**src/rtl/alu_seq_pkg.sv**
```systemverilog
// alu_seq_pkg: opcodes, FSM state encoding and flag bit order shared by
// alu_seq and its iterative multiplier alu_seq_mul.
package alu_seq_pkg;

  // Opcodes carried on the 4-bit command input; 12-15 are always illegal.
  localparam logic [3:0] OP_ADD  = 4'd0;
  localparam logic [3:0] OP_SUB  = 4'd1;
  localparam logic [3:0] OP_XOR  = 4'd2;
  localparam logic [3:0] OP_SLT  = 4'd3;
  localparam logic [3:0] OP_AND  = 4'd4;
  localparam logic [3:0] OP_NAND = 4'd5;
  localparam logic [3:0] OP_NOR  = 4'd6;
  localparam logic [3:0] OP_OR   = 4'd7;
  localparam logic [3:0] OP_SLL  = 4'd8;
  localparam logic [3:0] OP_SRL  = 4'd9;
  localparam logic [3:0] OP_SRA  = 4'd10;
  localparam logic [3:0] OP_MUL  = 4'd11;

  // Handshake FSM: IDLE waits for work, BUSY runs the multiplier, DONE presents a result.
  typedef enum logic [1:0] {
    ST_IDLE = 2'd0,
    ST_BUSY = 2'd1,
    ST_DONE = 2'd2
  } stateT;

  // Bit positions of the registered flag vector.
  localparam int FLAG_CARRY   = 0;
  localparam int FLAG_OVF     = 1;
  localparam int FLAG_ZERO    = 2;
  localparam int FLAG_ILLEGAL = 3;
  localparam int FLAG_W       = 4;

  // SUB and SLT both run A + ~B + 1 through the adder.
  function automatic logic usesSubtract(input logic [3:0] cmd);
    return (cmd == OP_SUB) || (cmd == OP_SLT);
  endfunction

endpackage

```
**src/rtl/alu_seq_mul.sv**
```systemverilog
// alu_seq_mul: shift-add multiplier returning the low WIDTH bits of the
// unsigned product. start loads the operands; WIDTH steps follow, one per
// cycle. done is high during the cycle of the final step and product then
// already carries the finished value, so the caller captures it on that edge.
module alu_seq_mul
  import alu_seq_pkg::*;
#(
  parameter int WIDTH = 32
) (
  input  logic             clk,
  input  logic             rst_n,
  input  logic             start,
  input  logic [WIDTH-1:0] multiplicand,
  input  logic [WIDTH-1:0] multiplier,
  output logic             busy,
  output logic             done,
  output logic [WIDTH-1:0] product
);

  localparam int CNT_W = $clog2(WIDTH);

  logic [WIDTH-1:0] accReg;
  logic [WIDTH-1:0] mcandReg;
  logic [WIDTH-1:0] mplierReg;
  logic [CNT_W-1:0] countReg;
  logic             busyReg;

  // Partial sum after this cycle's step; doubles as the final product on the last step.
  always_comb begin
    product = accReg + (mplierReg[0] ? mcandReg : '0);
    done    = busyReg && (countReg == CNT_W'(WIDTH - 1));
    busy    = busyReg;
  end

  // Operand load on start, then one add-and-shift per cycle until the last step.
  always_ff @(posedge clk or negedge rst_n) begin
    if (!rst_n) begin
      accReg    <= '0;
      mcandReg  <= '0;
      mplierReg <= '0;
      countReg  <= '0;
      busyReg   <= 1'b0;
    end else if (start) begin
      accReg    <= '0;
      mcandReg  <= multiplicand;
      mplierReg <= multiplier;
      countReg  <= '0;
      busyReg   <= 1'b1;
    end else if (busyReg) begin
      accReg    <= product;
      mcandReg  <= mcandReg << 1;
      mplierReg <= mplierReg >> 1;
      countReg  <= countReg + CNT_W'(1);
      if (done) begin
        busyReg <= 1'b0;
      end
    end
  end

endmodule

```
**src/rtl/alu_seq.sv**
```systemverilog
// alu_seq: registered, valid/ready handshaked ALU. Single-cycle ops return
// their result one cycle after accept; a result is held until out_ready.
// Build option ALU_SEQ_MUL_EN: when defined, opcode 11 is an iterative
// WIDTH-cycle multiply; when undefined, opcode 11 is illegal and every op
// has latency 1.
module alu_seq
  import alu_seq_pkg::*;
#(
  parameter  int WIDTH = 32,
  localparam int SHW   = $clog2(WIDTH)
) (
  input  logic             clk,
  input  logic             rst_n,
  input  logic             in_valid,
  output logic             in_ready,
  input  logic [3:0]       command,
  input  logic [WIDTH-1:0] operandA,
  input  logic [WIDTH-1:0] operandB,
  output logic             out_valid,
  input  logic             out_ready,
  output logic [WIDTH-1:0] result,
  output logic             carryout,
  output logic             overflow,
  output logic             zero,
  output logic             illegal
);

  stateT             stateReg;
  logic [WIDTH-1:0]  resultReg;
  logic [FLAG_W-1:0] flagsReg;

  logic              accept;
  logic              cmdIsMul;
  logic              mulDone;
  logic [WIDTH-1:0]  mulProduct;

  logic [WIDTH-1:0]  bOperand;
  logic              carryIn;
  logic [WIDTH:0]    fullSum;
  logic              carryMsb;
  logic              carryIntoMsb;
  logic              sumOvf;
  logic [SHW-1:0]    shamt;
  logic [WIDTH-1:0]  andBits;
  logic [WIDTH-1:0]  orBits;
  logic [WIDTH-1:0]  xorBits;
  logic [WIDTH-1:0]  aluResult;
  logic [FLAG_W-1:0] aluFlags;

  // Per-bit logic functions; NAND and NOR reuse these inverted.
  for (genvar gi = 0; gi < WIDTH; gi++) begin : gLogic
    assign andBits[gi] = operandA[gi] & operandB[gi];
    assign orBits[gi]  = operandA[gi] | operandB[gi];
    assign xorBits[gi] = operandA[gi] ^ operandB[gi];
  end

  // Shared adder; carry into the MSB is recovered from the MSB sum bit.
  always_comb begin
    carryIn      = usesSubtract(command);
    bOperand     = carryIn ? ~operandB : operandB;
    fullSum      = {1'b0, operandA} + {1'b0, bOperand} + (WIDTH + 1)'(carryIn);
    carryMsb     = fullSum[WIDTH];
    carryIntoMsb = fullSum[WIDTH-1] ^ operandA[WIDTH-1] ^ bOperand[WIDTH-1];
    sumOvf       = carryMsb ^ carryIntoMsb;
    shamt        = operandB[SHW-1:0];
  end

  // Single-cycle result and flags; anything unsupported yields result 0, illegal 1.
  always_comb begin
    aluResult = '0;
    aluFlags  = '0;
    case (command)
      OP_ADD, OP_SUB: begin
        aluResult            = fullSum[WIDTH-1:0];
        aluFlags[FLAG_CARRY] = carryMsb;
        aluFlags[FLAG_OVF]   = sumOvf;
      end
      OP_SLT: begin
        aluResult            = WIDTH'(fullSum[WIDTH-1] ^ sumOvf);
        aluFlags[FLAG_CARRY] = carryMsb;
        aluFlags[FLAG_OVF]   = sumOvf;
      end
      OP_XOR:  aluResult = xorBits;
      OP_AND:  aluResult = andBits;
      OP_NAND: aluResult = ~andBits;
      OP_NOR:  aluResult = ~orBits;
      OP_OR:   aluResult = orBits;
      OP_SLL:  aluResult = operandA << shamt;
      OP_SRL:  aluResult = operandA >> shamt;
      OP_SRA:  aluResult = WIDTH'($signed(operandA) >>> shamt);
      // With the multiplier built in, opcode 11 is routed to BUSY and this value is never captured.
      OP_MUL:  aluFlags[FLAG_ILLEGAL] = 1'b1;
      default: aluFlags[FLAG_ILLEGAL] = 1'b1;
    endcase
    aluFlags[FLAG_ZERO] = (aluResult == '0);
  end

`ifdef ALU_SEQ_MUL_EN
  logic mulBusy;

  assign cmdIsMul = (command == OP_MUL);

  alu_seq_mul #(.WIDTH(WIDTH)) uMul (
    .clk          (clk),
    .rst_n        (rst_n),
    .start        (accept && cmdIsMul),
    .multiplicand (operandA),
    .multiplier   (operandB),
    .busy         (mulBusy),
    .done         (mulDone),
    .product      (mulProduct)
  );
`else
  assign cmdIsMul   = 1'b0;
  assign mulDone    = 1'b0;
  assign mulProduct = '0;
`endif

  // Handshake: a DONE result leaving this cycle frees the slot for a chained accept.
  always_comb begin
    in_ready  = (stateReg == ST_IDLE) || ((stateReg == ST_DONE) && out_ready);
    out_valid = (stateReg == ST_DONE);
    accept    = in_valid && in_ready;
    result    = resultReg;
    carryout  = flagsReg[FLAG_CARRY];
    overflow  = flagsReg[FLAG_OVF];
    zero      = flagsReg[FLAG_ZERO];
    illegal   = flagsReg[FLAG_ILLEGAL];
  end

  // FSM and output registers; result/flags only change when a new one is produced.
  always_ff @(posedge clk or negedge rst_n) begin
    if (!rst_n) begin
      stateReg  <= ST_IDLE;
      resultReg <= '0;
      flagsReg  <= '0;
    end else if (accept) begin
      if (cmdIsMul) begin
        stateReg <= ST_BUSY;
      end else begin
        stateReg  <= ST_DONE;
        resultReg <= aluResult;
        flagsReg  <= aluFlags;
      end
    end else if ((stateReg == ST_DONE) && out_ready) begin
      stateReg <= ST_IDLE;
    end else if ((stateReg == ST_BUSY) && mulDone) begin
      stateReg            <= ST_DONE;
      resultReg           <= mulProduct;
      flagsReg            <= '0;
      flagsReg[FLAG_ZERO] <= (mulProduct == '0);
    end
  end

endmodule

```
**config.mk**
```make
export PLATFORM = sky130hd
export DESIGN_NAME = alu_seq
export DESIGN_NICKNAME = d
export VERILOG_FILES = /design/src/rtl/alu_seq_pkg.sv /design/src/rtl/alu_seq_mul.sv /design/src/rtl/alu_seq.sv
export SDC_FILE = /design/constraint.sdc
export NUM_CORES = 1
export LEC_CHECK = 0
export BUFFER_PORTS_ARGS = -buffer_cell sky130_fd_sc_hd__buf_2
export CORE_MARGIN = 2
export CORE_UTILIZATION = 67
export CTS_CLUSTER_SIZE = 12
export DETAILED_ROUTE_END_ITERATION = 10
export PLACE_DENSITY = 0.89
export SKIP_CTS_REPAIR_TIMING = 1
export SLEW_MARGIN = 10
export SYNTH_ARGS = -nofsm -noshare
export SYNTH_HDL_FRONTEND = slang
export SYNTH_SLANG_ARGS = --single-unit
```
**constraint.sdc**
```tcl
create_clock -name clk -period 3.8 [get_ports clk]
set_clock_uncertainty 0.2 [all_clocks]
set_input_delay 0.19 -clock clk [delete_from_list [all_inputs] [get_ports clk]]
set_output_delay 0.19 -clock clk [all_outputs]
set_load 0.02 [all_outputs]
```
==> results of run 1 <==
cell usage after synthesis, types with 7 or more instances:
cell type / n
clkbuf_1: 68
mux2_2: 24
o21a_1: 12
buf_1: 17
xnor2_1: 66
nor4_1: 7
o211ai_1: 23
nand2_1: 155
nor3_1: 24
xor2_1: 23
o31ai_1: 8
mux4_2: 42
buf_2: 36
a221oi_1: 18
o21ai_0: 92
o22ai_1: 29
nor2b_1: 15
nor2_1: 100
dfrtp_1: 37
o221ai_1: 7
a21oi_1: 78
a211oi_1: 14
inv_1: 68
ha_1: 99
mux2i_1: 94
or2_2: 8
a21o_1: 16
nand2b_1: 16
and2_1: 15
a22o_1: 9
nand3_1: 23
nand4_1: 17
a31oi_1: 17
a22oi_1: 12
per-layer routing:
| metal | GRT overflow | track usage (%) |
|---|---|---|
| met2 | 4 | 87.0 |
| met1 | 0 | 75.9 |
| met5 | 0 | 41.8 |
| met4 | 3 | 71.7 |
| met3 | 1 | 61.9 |
per-stage QoR:
| stage | setup TNS, ns | utilization (%) | instances |
|---|---|---|---|
| CTS | -0.699 | 80.1 | 1785 |
| detailed placement | -2.97 | 78.8 | 1777 |
| global placement | -0.927 | 78.8 | 1777 |
| floorplan | 0 | - | 1398 |
cell families after synthesis:
kind of cell    Yosys count
simple gates            405
flops                    37
mux                     161
buf+inv                 196
compound gates          410
xor+xnor                 89
fa+ha+maj               100
==> results_dict.tcl, run 1 <==
set metrics [dict create \
    status "did not finish" \
    haltStage "global routing (5_1_grt)" \
    error "[ERROR GRT-0232] Routing congestion too high. Check the congestion heatmap in the GUI." \
    synth_area_um2 10600 \
    cts_max_level 2 \
    synth_xor_area_share_pct 7.33 \
    ioPinCount 110 \
    start_util_pct 67.7 \
    dp_hpwl_mm 36.1 \
    worstEpCategory "register data pin" \
    synthTopCellsByArea "ha_1 12%, mux4_2 8.9%, mux2i_1 8.8%" \
    syn_inst 1398 \
    synth_compound_area_share_pct 26.4 \
    synth_warnings 0 \
    cts_made_buffers 5 \
    ys.flop_type "dfrtp_1" \
    avgSynthCellArea_um2 7.61 \
    placed_area_um2 12400 \
    yosys.area_share.simple_pct 17.7 \
    synth_edf_count 0 \
    io_buffers 109 \
    die_h_um 130 \
    synth_top_family_by_area "compound AO/OA/AOI/OAI gates" \
    cts_root_buf "clkbuf_16" \
    placementRows 46 \
    grt-ovfl-total 8 \
    track_usage_pct 74.5 \
    grt-worst-endpoint "flagsReg[2]$_DFFE_PN0P_/D" \
    cts_buffer_depth 2 \
    synth-async-reset-ratio_pct 100 \
    post-synth-top-area-cell "ha_1" \
    synth-adder-area-share_pct 11.8 \
    fp.dieW_um 130 \
    cts_sinks 37 \
    grt_max_degree 49 \
    mappedNetlistNets 1570 \
    synth_mux_area_share_pct 20.5 \
    synth.distinct_cells 82 \
    pre_cts_ws_ns -0.700 \
    ys_seq_area_share_pct 8.70 \
    place_congestion 1.30 \
    synth_top_area_share_pct 11.6 \
    synth-seq-cells 37 \
]
==> run 2: changes to the inputs <==
--- a/config.mk
+++ b/config.mk
@@ -7,10 +7,9 @@
 export LEC_CHECK = 0
 export BUFFER_PORTS_ARGS = -buffer_cell sky130_fd_sc_hd__buf_2
 export CORE_MARGIN = 2
-export CORE_UTILIZATION = 67
-export CTS_CLUSTER_SIZE = 12
+export CORE_UTILIZATION = 40
 export DETAILED_ROUTE_END_ITERATION = 10
-export PLACE_DENSITY = 0.89
+export PLACE_DENSITY_LB_ADDON = 0.15
 export SKIP_CTS_REPAIR_TIMING = 1
 export SLEW_MARGIN = 10
 export SYNTH_ARGS = -nofsm -noshare
==> run 2 against run 1 <==
The run now ends clean. Area after synthesis did not move. Synthesized cell count did not move.
==> results_dict.tcl, run 2 <==
set metrics [dict create \
    status "finished, final reports clean" \
    mappedNetlistNets 1570 \
    wl_per_cell_um 26.5 \
    cts_root_buf "clkbuf_16" \
    fin_setup_tns_ns 0 \
    clk_latency_ns 0.28 \
    grt_pass1_wl_mm 76.1 \
    cp-end-kind "flop" \
    finalSetupViolations 0 \
    finalMaxSlewViolations 0 \
    fmax_mhz 272 \
    ir_drop_v 0.000571 \
    start_kind "primary input" \
    clk_pin_slew_ns 0.06 \
    largest_register_ffs 32 \
    start_util_pct 40.8 \
    slowest_delay_ns 0.36 \
    synth_top_area_share_pct 11.6 \
    fp.dieW_um 167 \
    drtPass1Iterations 6 \
    finalCriticalPeriod_ns 3.68 \
    ys_seq_area_share_pct 8.70 \
    remaining_drc_errors 0 \
    n_antenna_cell 0 \
    synth_area_um2 10600 \
    required_ns 3.81 \
    cp_max_fo 4 \
    min-delay-start "out_ready" \
    cp_cell_sequence "buf_2 > nor2_4 > and2_4 > buf_12 > xnor2_1 > ha_1 > or2_2 > o21ai_4 > buf_4 > a21oi_2 > a311o_1 > a21o_1 > buf_4 > a21oi_1 > xnor2_1 > a21oi_1 > nand2_1 > nor4_2 > a32o_1" \
    synth-seq-cells 37 \
    min_to "stateReg[1]" \
    rrSetupSlack_ns 0.99 \
    hp-class "in -> reg" \
    worstRegToRegCells 11 \
    path_class "in -> reg" \
    cts_tree "built" \
    placementRows 59 \
    syn_inst 1398 \
    cts_max_level 2 \
    cts_made_buffers 5 \
    avgSynthCellArea_um2 7.61 \
    ioPinCount 110 \
    fin_area_um2 13400 \
    tightestPinTransition_ns 1.14 \
    cts_buffer_depth 2 \
    synth_warnings 0 \
    synth.distinct_cells 82 \
    hold_viol_final 0 \
    drv_cap 0 \
    io_buffers 109 \
    die_h_um 167 \
    cp_top_family "compound AO/OA/AOI/OAI gates" \
    place_congestion 1.02 \
    avgViaCountPerCell 6.32 \
    min_path_cells 3 \
    post-synth-top-area-cell "ha_1" \
    final_cell_mix "228 x buf_4, 155 x nand2_1, 107 x buf_2, 99 x nor2_1, 96 x ha_1" \
    antenna_found_initial 0 \
    period_share_pct 96.7 \
    drtAntennaViolNets 0 \
    drt_iter0_markers 1465 \
    ys.flop_type "dfrtp_1" \
    track_usage_pct 35.9 \
    route.vias.total 12400 \
    nNetsFinal 1801 \
    mostFrequentLayoutCell "buf_4" \
    synthTopCellsByArea "ha_1 12%, mux4_2 8.9%, mux2i_1 8.8%" \
    core_um2 26100 \
    dieArea_um2 27900 \
    cts_sinks 37 \
    worst_r2r_endpoint "flagsReg[2]" \
    areaGrowthSynthToFinish_pct 25.7 \
    relSlewSlack_pct 23.3 \
    crit_slowest_cell "a311o_1" \
    synth_edf_count 0 \
    path_buf_inv 4 \
    wirelength_mm 52.0 \
    layout-drive-gt1-share_pct 29.3 \
    grt_pass1_vias 11700 \
    critPathArrivalTime_ns 3.69 \
    p_per_area_nw_per_um2 240 \
    dp_hpwl_mm 42.1 \
    yosys-top-cells-count "155 x nand2_1, 100 x nor2_1, 99 x ha_1" \
    p_leak_uw 0.00606 \
    synth-async-reset-ratio_pct 100 \
    grt_max_degree 60 \
    placed_area_um2 13000 \
    grt-ovfl-total 0 \
    r2r-start "stateReg[1]" \
    nFillCells 2611 \
    synth.most_common_cell "nand2_1" \
    worst_hold_slack_ns 0.0351 \
]
## run 2: cell counts after synthesis
Identical to the previous run, type by type.
## run 2: where the power goes
part           leakage (µW)  switching (µW)  internal [µW]
clock network     0.0000841             149            327
logic               0.00550            1300            952
registers          0.000477            27.8            455
total               0.00606            1480           1730
## run 2: routing by layer
layer	GRT usage, %	routed length [µm]
met1	50.2	22000
met2	56.6	23500
met3	4.92	4690
met4	12.4	1850
met5	0	0
## run 2: per-stage QoR
stage	cells	utilization, %	worst slack, ns	total power (µW)
after floorplan	1398	-	0.00292	1730
after global placement	1950	49.8	-0.489	2640
after detailed placement	1950	49.8	-0.442	2650
after CTS	1958	50.5	-0.170	3130
after global routing	1965	51.3	-0.0419	3390
final	1965	51.3	0.124	3210
## run 2: worst min-delay path, stage by stage
cell      delay, ns
buf_2          0.07
nand2b_1       0.14
nand2b_1       0.07
## run 2: cells by family (layout without fill, tap and decap cells)
logic type | count (synthesis) | in the layout | share of synthesized area, %
AO/OA/AOI/OAI | 410 | 410 | 26.4
flip-flops | 37 | 37 | 8.70
AND/OR/NAND/NOR | 405 | 405 | 17.7
multiplexers | 161 | 161 | 20.5
adder cells (fa/ha/maj) | 100 | 100 | 11.8
XOR/XNOR | 89 | 89 | 7.33
buffers and inverters | 196 | 428 | 7.52
## run 2: final cells by class
type                       instances  area (µm²)  share of cell area, %
clock buffer                       7         143                   1.07
clock inverter                     1        30.0                  0.225
inverter                          72         272                   2.03
multi-input combinational       1165        9090                   68.0
sequential                        37         926                   6.93
tap                              335         419                   3.14
timing repair buffer             348        2490                   18.6
## run 2: worst max-delay path by stage
stage                     start          end  slack (ns)  depth (start not counted)
floorplan           operandB[3]  flagsReg[2]       0.003                         17
global placement     command[2]  flagsReg[2]       -0.49                         18
detailed placement   command[2]    result[0]       -0.44                         20
CTS                  command[2]    result[0]       -0.17                         19
global route         command[2]  flagsReg[2]       -0.04                         18
finish               command[2]  flagsReg[2]        0.12                         19
No activity file was read; power rests on OpenSTA's default activity.
